[src/rtl/sdram_pattern_tester.sv]
// sdram_pattern_tester
//   Request-side initiator for the SDRAM controller user interface. On
//   start it writes a deterministic 32-bit pattern over a contiguous word
//   range, reads the range back, compares each word and reports the result.
//   Only one transaction is outstanding at a time.
//
// Ports
//   CLOCK_50        in   user-side clock, all logic on posedge
//   rst             in   synchronous active-high reset
//   start           in   level-sampled in IDLE/DONE, launches a run
//   address         out  [23:0] word address to the controller
//   req_write       out  one-cycle write request pulse
//   req_read        out  one-cycle read request pulse
//   data_in         out  [31:0] write data to the controller
//   data_out        in   [31:0] read data from the controller
//   data_valid      in   read data valid (rising edge consumed)
//   write_complete  in   write done (rising edge consumed)
//   busy            out  high from the first request until DONE
//   done            out  high in DONE until the next start or rst
//   pass            out  valid with done: no mismatch and no timeout
//   err_count       out  [15:0] mismatch count, saturating
//   first_err_addr  out  [23:0] address of the first mismatch, 0 if none
//   timeout         out  sticky, a wait exceeded TIMEOUT cycles
module sdram_pattern_tester #(
  parameter logic [23:0] START_ADDR = 24'h001000,
  parameter int unsigned NUM_WORDS  = 256,
  parameter logic [31:0] SEED       = 32'hDEADBEEF,
  parameter logic [31:0] STEP       = 32'h01010101,
  parameter int unsigned TIMEOUT    = 1023
) (
  input  logic        CLOCK_50,
  input  logic        rst,
  input  logic        start,
  output logic [23:0] address,
  output logic        req_write,
  output logic        req_read,
  output logic [31:0] data_in,
  input  logic [31:0] data_out,
  input  logic        data_valid,
  input  logic        write_complete,
  output logic        busy,
  output logic        done,
  output logic        pass,
  output logic [15:0] err_count,
  output logic [23:0] first_err_addr,
  output logic        timeout
);

  localparam int              CNT_W    = (TIMEOUT < 1) ? 1 : $clog2(TIMEOUT + 1);
  localparam logic [CNT_W-1:0] TO_CNT  = CNT_W'(TIMEOUT);
  localparam logic [23:0]     LAST_IDX = 24'(NUM_WORDS - 1);

  typedef enum logic [2:0] {
    S_IDLE    = 3'd0,
    S_WR_REQ  = 3'd1,
    S_WR_WAIT = 3'd2,
    S_RD_REQ  = 3'd3,
    S_RD_WAIT = 3'd4,
    S_DONE    = 3'd5
  } state_t;

  state_t           state_q, state_d;
  logic [23:0]      idx_q, idx_d;
  logic [31:0]      pat_q, pat_d;
  logic [CNT_W-1:0] wcnt_q, wcnt_d;
  logic             wc_prev_q, dv_prev_q;
  logic [23:0]      addr_q, addr_d;
  logic [31:0]      din_q, din_d;
  logic             req_w_q, req_w_d;
  logic             req_r_q, req_r_d;
  logic             busy_q, busy_d;
  logic             done_q, done_d;
  logic             pass_q, pass_d;
  logic [15:0]      err_q, err_d;
  logic [23:0]      fea_q, fea_d;
  logic             to_q, to_d;

  // Completion strobes are consumed only on a rising edge so that a level
  // held across a transaction boundary cannot complete the next one.
  logic        wc_rise, dv_rise, last_word, expired, mismatch;
  logic [15:0] err_inc;

  assign wc_rise   = write_complete & ~wc_prev_q;
  assign dv_rise   = data_valid & ~dv_prev_q;
  assign last_word = (idx_q == LAST_IDX);
  assign expired   = (wcnt_q == TO_CNT);
  assign mismatch  = (data_out != pat_q);
  assign err_inc   = (err_q == 16'hFFFF) ? err_q : err_q + 16'd1;

  // State register
  always_ff @(posedge CLOCK_50) begin
    if (rst) state_q <= S_IDLE;
    else     state_q <= state_d;
  end

  // Next-state logic
  always_comb begin
    state_d = state_q;
    case (state_q)
      S_IDLE, S_DONE: if (start) state_d = S_WR_REQ;
      S_WR_REQ:       state_d = S_WR_WAIT;
      S_WR_WAIT: begin
        if (wc_rise)      state_d = last_word ? S_RD_REQ : S_WR_REQ;
        else if (expired) state_d = S_DONE;
      end
      S_RD_REQ:       state_d = S_RD_WAIT;
      S_RD_WAIT: begin
        if (dv_rise)      state_d = last_word ? S_DONE : S_RD_REQ;
        else if (expired) state_d = S_DONE;
      end
      default:        state_d = S_IDLE;
    endcase
  end

  // Output / datapath next-value logic. Outputs are registered, so the
  // request pulse appears in the cycle after the REQ state is entered.
  always_comb begin
    idx_d   = idx_q;
    pat_d   = pat_q;
    wcnt_d  = wcnt_q;
    addr_d  = addr_q;
    din_d   = din_q;
    req_w_d = 1'b0;
    req_r_d = 1'b0;
    busy_d  = busy_q;
    done_d  = done_q;
    pass_d  = pass_q;
    err_d   = err_q;
    fea_d   = fea_q;
    to_d    = to_q;
    case (state_q)
      S_IDLE, S_DONE: begin
        if (start) begin
          idx_d  = '0;
          pat_d  = SEED;
          busy_d = 1'b1;
          done_d = 1'b0;
          pass_d = 1'b0;
          err_d  = '0;
          fea_d  = '0;
          to_d   = 1'b0;
        end
      end
      S_WR_REQ: begin
        req_w_d = 1'b1;
        addr_d  = START_ADDR + idx_q;
        din_d   = pat_q;
        wcnt_d  = '0;
      end
      S_WR_WAIT: begin
        if (wc_rise) begin
          if (last_word) begin
            idx_d = '0;
            pat_d = SEED;
          end else begin
            idx_d = idx_q + 24'd1;
            pat_d = pat_q + STEP;
          end
        end else if (expired) begin
          to_d   = 1'b1;
          busy_d = 1'b0;
          done_d = 1'b1;
          pass_d = 1'b0;
        end else begin
          wcnt_d = wcnt_q + CNT_W'(1);
        end
      end
      S_RD_REQ: begin
        req_r_d = 1'b1;
        addr_d  = START_ADDR + idx_q;
        din_d   = '0;
        wcnt_d  = '0;
      end
      S_RD_WAIT: begin
        if (dv_rise) begin
          if (mismatch) begin
            err_d = err_inc;
            // err_q never returns to zero within a run, so it marks "first"
            if (err_q == 16'd0) fea_d = addr_q;
          end
          if (last_word) begin
            busy_d = 1'b0;
            done_d = 1'b1;
            pass_d = !mismatch && (err_q == 16'd0) && !to_q;
          end else begin
            idx_d = idx_q + 24'd1;
            pat_d = pat_q + STEP;
          end
        end else if (expired) begin
          to_d   = 1'b1;
          busy_d = 1'b0;
          done_d = 1'b1;
          pass_d = 1'b0;
        end else begin
          wcnt_d = wcnt_q + CNT_W'(1);
        end
      end
      default: ;
    endcase
  end

  // Datapath and output registers
  always_ff @(posedge CLOCK_50) begin
    if (rst) begin
      idx_q     <= '0;
      pat_q     <= '0;
      wcnt_q    <= '0;
      wc_prev_q <= 1'b0;
      dv_prev_q <= 1'b0;
      addr_q    <= '0;
      din_q     <= '0;
      req_w_q   <= 1'b0;
      req_r_q   <= 1'b0;
      busy_q    <= 1'b0;
      done_q    <= 1'b0;
      pass_q    <= 1'b0;
      err_q     <= '0;
      fea_q     <= '0;
      to_q      <= 1'b0;
    end else begin
      idx_q     <= idx_d;
      pat_q     <= pat_d;
      wcnt_q    <= wcnt_d;
      wc_prev_q <= write_complete;
      dv_prev_q <= data_valid;
      addr_q    <= addr_d;
      din_q     <= din_d;
      req_w_q   <= req_w_d;
      req_r_q   <= req_r_d;
      busy_q    <= busy_d;
      done_q    <= done_d;
      pass_q    <= pass_d;
      err_q     <= err_d;
      fea_q     <= fea_d;
      to_q      <= to_d;
    end
  end

  assign address        = addr_q;
  assign data_in        = din_q;
  assign req_write      = req_w_q;
  assign req_read       = req_r_q;
  assign busy           = busy_q;
  assign done           = done_q;
  assign pass           = pass_q;
  assign err_count      = err_q;
  assign first_err_addr = fea_q;
  assign timeout        = to_q;

endmodule

[config.mk]
export PLATFORM = sky130hd
export DESIGN_NAME = sdram_pattern_tester
export DESIGN_NICKNAME = d
export VERILOG_FILES = /design/src/rtl/sdram_pattern_tester.sv
export SDC_FILE = /design/constraint.sdc
export NUM_CORES = 1
export LEC_CHECK = 0
export ABC_AREA = 1
export BUFFER_PORTS_ARGS = -buffer_cell sky130_fd_sc_hd__buf_2
export CORE_ASPECT_RATIO = 1.1
export CORE_UTILIZATION = 50
export CTS_CLUSTER_SIZE = 10
export DETAILED_ROUTE_END_ITERATION = 8
export PLACE_DENSITY = 0.77
export SYNTH_ARGS = -nofsm -noshare
export SYNTH_HDL_FRONTEND = slang
export SYNTH_SLANG_ARGS = --single-unit
[constraint.sdc]
create_clock -name CLOCK_50 -period 2.5 [get_ports CLOCK_50]
set_input_delay 0 -clock CLOCK_50 [delete_from_list [all_inputs] [get_ports CLOCK_50]]
set_output_delay 0 -clock CLOCK_50 [all_outputs]
set_load 0.005 [all_outputs]
==> impl_results.md, run 1 <==
- CP top delay family: buffers and inverters
- Slew headroom: between 60% and 70%
- Htree depth: 4
- CP required: 2.85 ns
- Die W: between 100 and 150 um
- Sink Count: 173
- Commonest non-fill, non-tap cells in the layout: nand2_1 (270), dfxtp_1 (173), nor2_1 (144)
- CTS Root Cell: clkbuf_16
- Drt via density: approximately 5.4
- Die area: 18270 um2
- Outcome: finished clean
- FP Rows: 50
- Synth warn: 0
- Global route overflow: 0
- Hold Crit Class: input port to flip-flop
- Hpwl dp: around 18000 um
- Type of origin of the critical path: flip-flop
- Drt drc: 0
- Synth Cell Area: around 9000 um2
- Worst Hold Launch: start
- Initial DRT Pass Iterations: 7
- Longest Clk Path Bufs: 2
- Critical R2R Launch: state_q[2]$_SDFFE_PP0P_
- Clock skew: 0.01185 ns
- Setup TNS: 0 ns
- Diode count: 0
- I/O pins: 139
- Synth async-reset ratio: 0%
- Final min period: between 2 and 2.5 ns
- Post-synth cell types: between 40 and 50
- Worst skew pair latency: 0.43 ns
- Most common cell after layout, fill and taps aside: nand2_1
- Number of global-route vias before repair: slightly above 8000
- Critical path depth in cells: 9
- Tot GR Track Use: between 20% and 30%
- Share of cells above drive strength 1: ~16%
- Setup CP Type: flip-flop to flip-flop
- Hold depth: 5
- Starting Density: just over 50%
- P_leak: around 4.4 nW
- Cells on worst reg2reg path: 9
- Synth Flop Type: dfxtp_1
- Clock-pin transition on the worst setup and hold timing paths: 0.07 ns
- Critical Path AT: 2.61 ns
- Final setup viols: 0
- RR Endpoint: idx_q[9]$_SDFFE_PP0P_
- Layout area overhead: 17.96%
- Die H: roughly 140 um
- Final period util: roughly 90%
- DR iter-0 viols: roughly 600
- Port bufs: 138
- Slew Limit Fails: 0
- Filler cell count: 1645
- Largest net degree at the start of global routing: 46
- Syn_nets: roughly 1300
- Wire per inst: between 10 and 15 um
- Layout Nets: approximately 1500
- Worst Hold Endpoint: state_q[0]$_SDFFE_PP0P_
- Final non-filler cell total: 1675
- Number of synthesized flops with an enable pin: 0
- Pin slew with the least headroom to its limit: 0.5430 ns
- Placeable core area: 17200 um2
- First-pass GRT wire length: between 40000 and 50000 um
- Num CTS Buffers: 17
- Sequential cell area: roughly 3500 um2
- Gate Count Post-Synth: between 1000 and 1500
- Via Count: 9032
- VDD IR-drop max: between 0.8 and 0.9 mV
- Syn_area_per_cell: 6.847 um2
- CP Buf/Inv Count: 3
- Crit-path cells: nand2_1 > nor2_1 > inv_2 > buf_4 > nand3_2 > nand2_1 > inv_1 > o21ai_0 > a21boi_0
- Multi-input gate area: about 4600 um2
- Final hold viol count: 0
- Placed cells: around 1600
- Reg2reg setup slack: approximately 0.24 ns
- Worst path slowest cell: dfxtp_1
- CP max FO: 24
- Post-route ant nets: 0
- Max-cap violation count: 0
- F_max: approximately 440 MHz
- CTS tree: done
- RSZ-0062 raised after global routing: no
- Most frequent cell on the critical path: nand2_1
- Initial antenna violation count: 0
- Final GP Congestion: approximately 0.94
- Synthesized flop and latch total: between 150 and 200
- WL final: about 25000 um
- Post-synthesis sequential area ratio: between 30% and 40%
- Max incr delay on CP: 0.41 ns
- CP endpoint kind: flip-flop
- P per Cell Area: 979.2 nW/um2
registers in the layout (all words and copies together) (netlist names), 3 cells and up:
signal	flops
pat_q	32
idx_q	24
state_q	3
data_in	32
wcnt_q	10
address	24
first_err_addr	24
err_count	16
layout make-up:
type                            count  area share, %
Multi-Input combinational cell    924          43.94
Sequential cell                   173          33.11
Timing Repair Buffer              178          9.641
Inverter                          134          4.833
Clock buffer                       20          4.462
Tap cell                          234          2.799
Clock inverter                     12          1.220
worst reg2reg max path, stage by stage, from the launching register on:
cell,delay (ns)
dfxtp_1,0.41
nand2_1,0.13
nor2_1,0.31
inv_2,0.06
buf_4,0.24
nand3_2,0.12
nand2_1,0.07
inv_1,0.40
o21ai_0,0.22
a21boi_0,0.22
power breakdown:
part	total, mW	switching, mW	internal (mW)
Sequential	3.86	0.585	3.28
Combinational	3.74	2.48	1.25
Clock	2.65	1.16	1.48
metal layers:
metal / track usage [%] / wire length [um] / up-vias
met5: 0 / 0 / -
met4: 8.978 / 496 / 0
met3: 4.223 / 1363 / 43
met2: 46.00 / 11740 / 318
met1: 37.16 / 11240 / 4155
li1: - / - / 4516
through the flow:
step / instance area, um2 / hold WS, ns / setup WS (ns) / power, mW / utilization [%]
after floorplan: 8867 / 0.1249 / 0.6691 / 6.402 / -
after global placement: 9839 / 0.2401 / 0.2760 / 7.490 / 57.19
after detailed placement: 9839 / 0.2472 / 0.1894 / 7.557 / 57.19
after CTS: 10450 / 0.01879 / 0.1317 / 10.20 / 60.76
after global routing: 10460 / 0.04837 / 0.02840 / 10.86 / 60.80
final: 10460 / 0.02857 / 0.2403 / 10.24 / 60.80
cells by family after synthesis:
logic type	share of synthesized area [%]
simple gates	31.04
fa+ha+maj	1.129
xor+xnor	5.926
buf+inv	9.158
flops	39.06
compound gates	13.69
repair_timing:
item                                    4_1_cts  5_1_grt
endpoints found under the setup margin        0        9
setup buffers                                 0        0
gates resized for setup                       0        3
hold buffers                                  2        0
hold endpoints to repair                      2        0
Yosys cell counts, drive strengths merged (3+ instances only):
master   count  share of area (%)
nand3      144                8.4
a32o         3               0.34
dfxtp      173                 39
nand2      273                 12
buf         33                2.1
nor3        29                1.7
ha           8                1.1
o2111ai      4               0.40
xor2        26                2.6
nor2       149                6.6
o22ai        3               0.21
a31oi        9               0.63
inv        132                5.6
nor4         6               0.42
o21ai       94                5.3
clkbuf      31                1.3
nand4       23                1.6
o211ai       3               0.25
a21oi       96                5.4
o21bai       4               0.34
xnor2       34                3.4
nor3b        4               0.40
worst max-delay path by stage:
stage | from | slack, ns | end
finish | state_q[2]$_SDFFE_PP0P_ | 0.24 | idx_q[9]$_SDFFE_PP0P_
global route | state_q[2]$_SDFFE_PP0P_ | 0.03 | idx_q[9]$_SDFFE_PP0P_
CTS | wcnt_q[0]$_SDFFE_PP0P_ | 0.13 | wcnt_q[7]$_SDFFE_PP0P_
detailed placement | idx_q[1]$_SDFFE_PP0P_ | 0.19 | pat_q[14]$_SDFFE_PP0P_
global placement | idx_q[1]$_SDFFE_PP0P_ | 0.28 | pat_q[19]$_SDFFE_PP0P_
floorplan | idx_q[0]$_SDFFE_PP0P_ | 0.67 | pat_q[30]$_SDFFE_PP0P_
No activity file was read; power rests on OpenSTA's default activity.
==> inputs of run 2 (changes only) <==
--- a/config.mk
+++ b/config.mk
@@ -8,10 +8,10 @@
 export ABC_AREA = 1
 export BUFFER_PORTS_ARGS = -buffer_cell sky130_fd_sc_hd__buf_2
 export CORE_ASPECT_RATIO = 1.1
-export CORE_UTILIZATION = 50
+export CORE_UTILIZATION = 35
 export CTS_CLUSTER_SIZE = 10
 export DETAILED_ROUTE_END_ITERATION = 8
-export PLACE_DENSITY = 0.77
+export PLACE_DENSITY = 0.59
 export SYNTH_ARGS = -nofsm -noshare
 export SYNTH_HDL_FRONTEND = slang
 export SYNTH_SLANG_ARGS = --single-unit
==> run 2 against run 1 <==
- final cell count is 4.3% higher
- sequential power hardly changed
- die area up 42%
- wire length is 3.6% higher
- via count fell by 1.8%
- first-iteration DRC count increased by 2.5%
- sequential cell count unchanged
- clock skew grew 0.0050 ns
- global-route usage shrank 7.8 points
- critical path type unchanged
- critical endpoint is now idx_q[4]$_SDFFE_PP0P_
==> impl_results.md, run 2 (synthesized netlist as in run 1, its figures left out) <==
- Outcome: finished clean
- Post-route ant nets: 0
- Final hold viol count: 0
- Die H: between 150 and 200 um
- CP max FO: 29
- Initial DRT Pass Iterations: 5
- Port bufs: around 140
- Core Util, Final: a little over two fifths
- Largest net degree at the start of global routing: slightly above 70
- Post-CTS setup buffer count: 0
- Type of origin of the critical path: flip-flop
- Critical R2R Launch: idx_q[1]$_SDFFE_PP0P_
- Final period util: around nine tenths
- Placed cells: around 1700
- Clock-pin transition on the worst setup and hold timing paths: ~0.070 ns
- Crit path launch: idx_q[1]$_SDFFE_PP0P_
- Diode count: 0
- Num CTS Buffers: 17
- Max-cap violation count: 0
- DR iter-0 viols: 612
- Drt drc: 0
- Slew Limit Fails: 0
- RSZ-0062 raised after global routing: no
- VDD IR-drop max: 0.5966 mV
- Critical Path AT: 2.66 ns
- Dpl cell area: ~9900 um2
- Setup CP Type: flip-flop to flip-flop
- Die area: 25980 um2
- Final Cell Area: 10530 um2
- Htree depth: 4
- Starting Density: approximately 36%
- Worst skew pair latency: between 0.4 and 0.5 ns
- Layout Nets: ~1500
- Final min period: 2.288 ns
- Pin slew with the least headroom to its limit: around 0.77 ns
- Clock skew: about 0.017 ns
- Setup TNS: 0 ns
- Initial antenna violation count: 0
- Wire per inst: around 15 um
- Longest Clk Path Bufs: 2
- First-pass GRT wire length: ~42000 um
- Power Total: roughly 10 mW
- Sink Count: 173
- I/O pins: 139
- Final GP Congestion: ~0.88
- Placeable core area: roughly 25000 um2
- P_leak: roughly 4.4 nW
- Tot GR Track Use: about a fifth
- Post-placement setup slack: approximately 0.22 ns
- Number of global-route vias before repair: between 8000 and 9000
- P per Cell Area: 983.5 nW/um2
- Die W: approximately 150 um
- Layout area overhead: 18.70%
- CTS tree: done
- Drt via density: between 5 and 6
- Commonest non-fill, non-tap cells in the layout: nand2_1 (270), dfxtp_1 (172), nor2_1 (144)
- Global route overflow: 0
- FP Rows: 60
- Final non-filler cell total: 1747
- Slew headroom: 48.87%
- Worst Hold Launch: start
- Worst hold margin: ~0.037 ns
- Hold Crit Class: input port to flip-flop
- Share of cells above drive strength 1: about 16%
- Hpwl dp: 18700 um
- CTS Root Cell: clkbuf_16
- WL final: approximately 26000 um
- Most common cell after layout, fill and taps aside: nand2_1
- Final setup viols: 0
- Via Count: 8868
- F_max: 437.1 MHz
- CP endpoint kind: flip-flop
- CP required: between 2 and 3 ns
- Setup ws final: 0.2119 ns
## run 2: cell types whose count changed in the layout (fill, tap and decap cells not counted), moves of 2 or more
cell        delta
buf_4          -5
inv_6          +3
inv_8          -2
clkbuf_8       -3
clkinv_4       -3
clkinvlp_4     +2
## run 2: layout make-up
cell class | count | area (um2)
Inverter | 134 | 505.5
Multi-Input combinational cell | 924 | 4592
Timing Repair Buffer | 174 | 991.0
Fill cell | 2619 | 14170
Clock inverter | 14 | 155.1
Tap cell | 310 | 387.9
Sequential cell | 173 | 3465
Clock buffer | 18 | 429.2
## run 2: per-layer routing
metal / part of all wire [%] / track usage [%] / vias up
li1: - / - / 4510
met1: 47 / 26.04 / 4081
met2: 47 / 33.48 / 239
met3: 4.8 / 3.354 / 38
met4: 1.8 / 7.304 / 0
met5: 0 / 0 / -
## run 2: timing repair
action / in CTS / in global routing
hold endpoints to repair: 2 / 0
hold buffers: 2 / 0
resized for setup: 0 / 2
endpoints found under the setup margin: 0 / 4
## run 2: path summary, 6_finish.rpt
| check | depth (start not counted) | slack, ns | endpoint |
|---|---|---|---|
| max reg2reg | 12 | 0.21 | idx_q[4]$_SDFFE_PP0P_ |
| max | 12 | 0.21 | idx_q[4]$_SDFFE_PP0P_ |
| min reg2reg | 2 | 0.48 | first_err_addr[14]$_SDFFE_PP0P_ |
| min | 5 | 0.04 | state_q[0]$_SDFFE_PP0P_ |
## run 2: report_power, final
group          internal, mW  switching, mW
clock                  1.49           1.21
combinational          1.31           2.49
sequential             3.28          0.575
total                  6.08           4.27
## run 2: worst max-delay path: stages (launching register included)
cell     delay (ns)
dfxtp_1        0.38
ha_1           0.23
nand3_1        0.13
nor2_1         0.19
nand3_1        0.16
nand2_1        0.13
nand2_1        0.14
nand2_2        0.13
buf_4          0.32
nor2_1         0.10
nand2_1        0.09
o21ai_0        0.07
a21oi_1        0.14
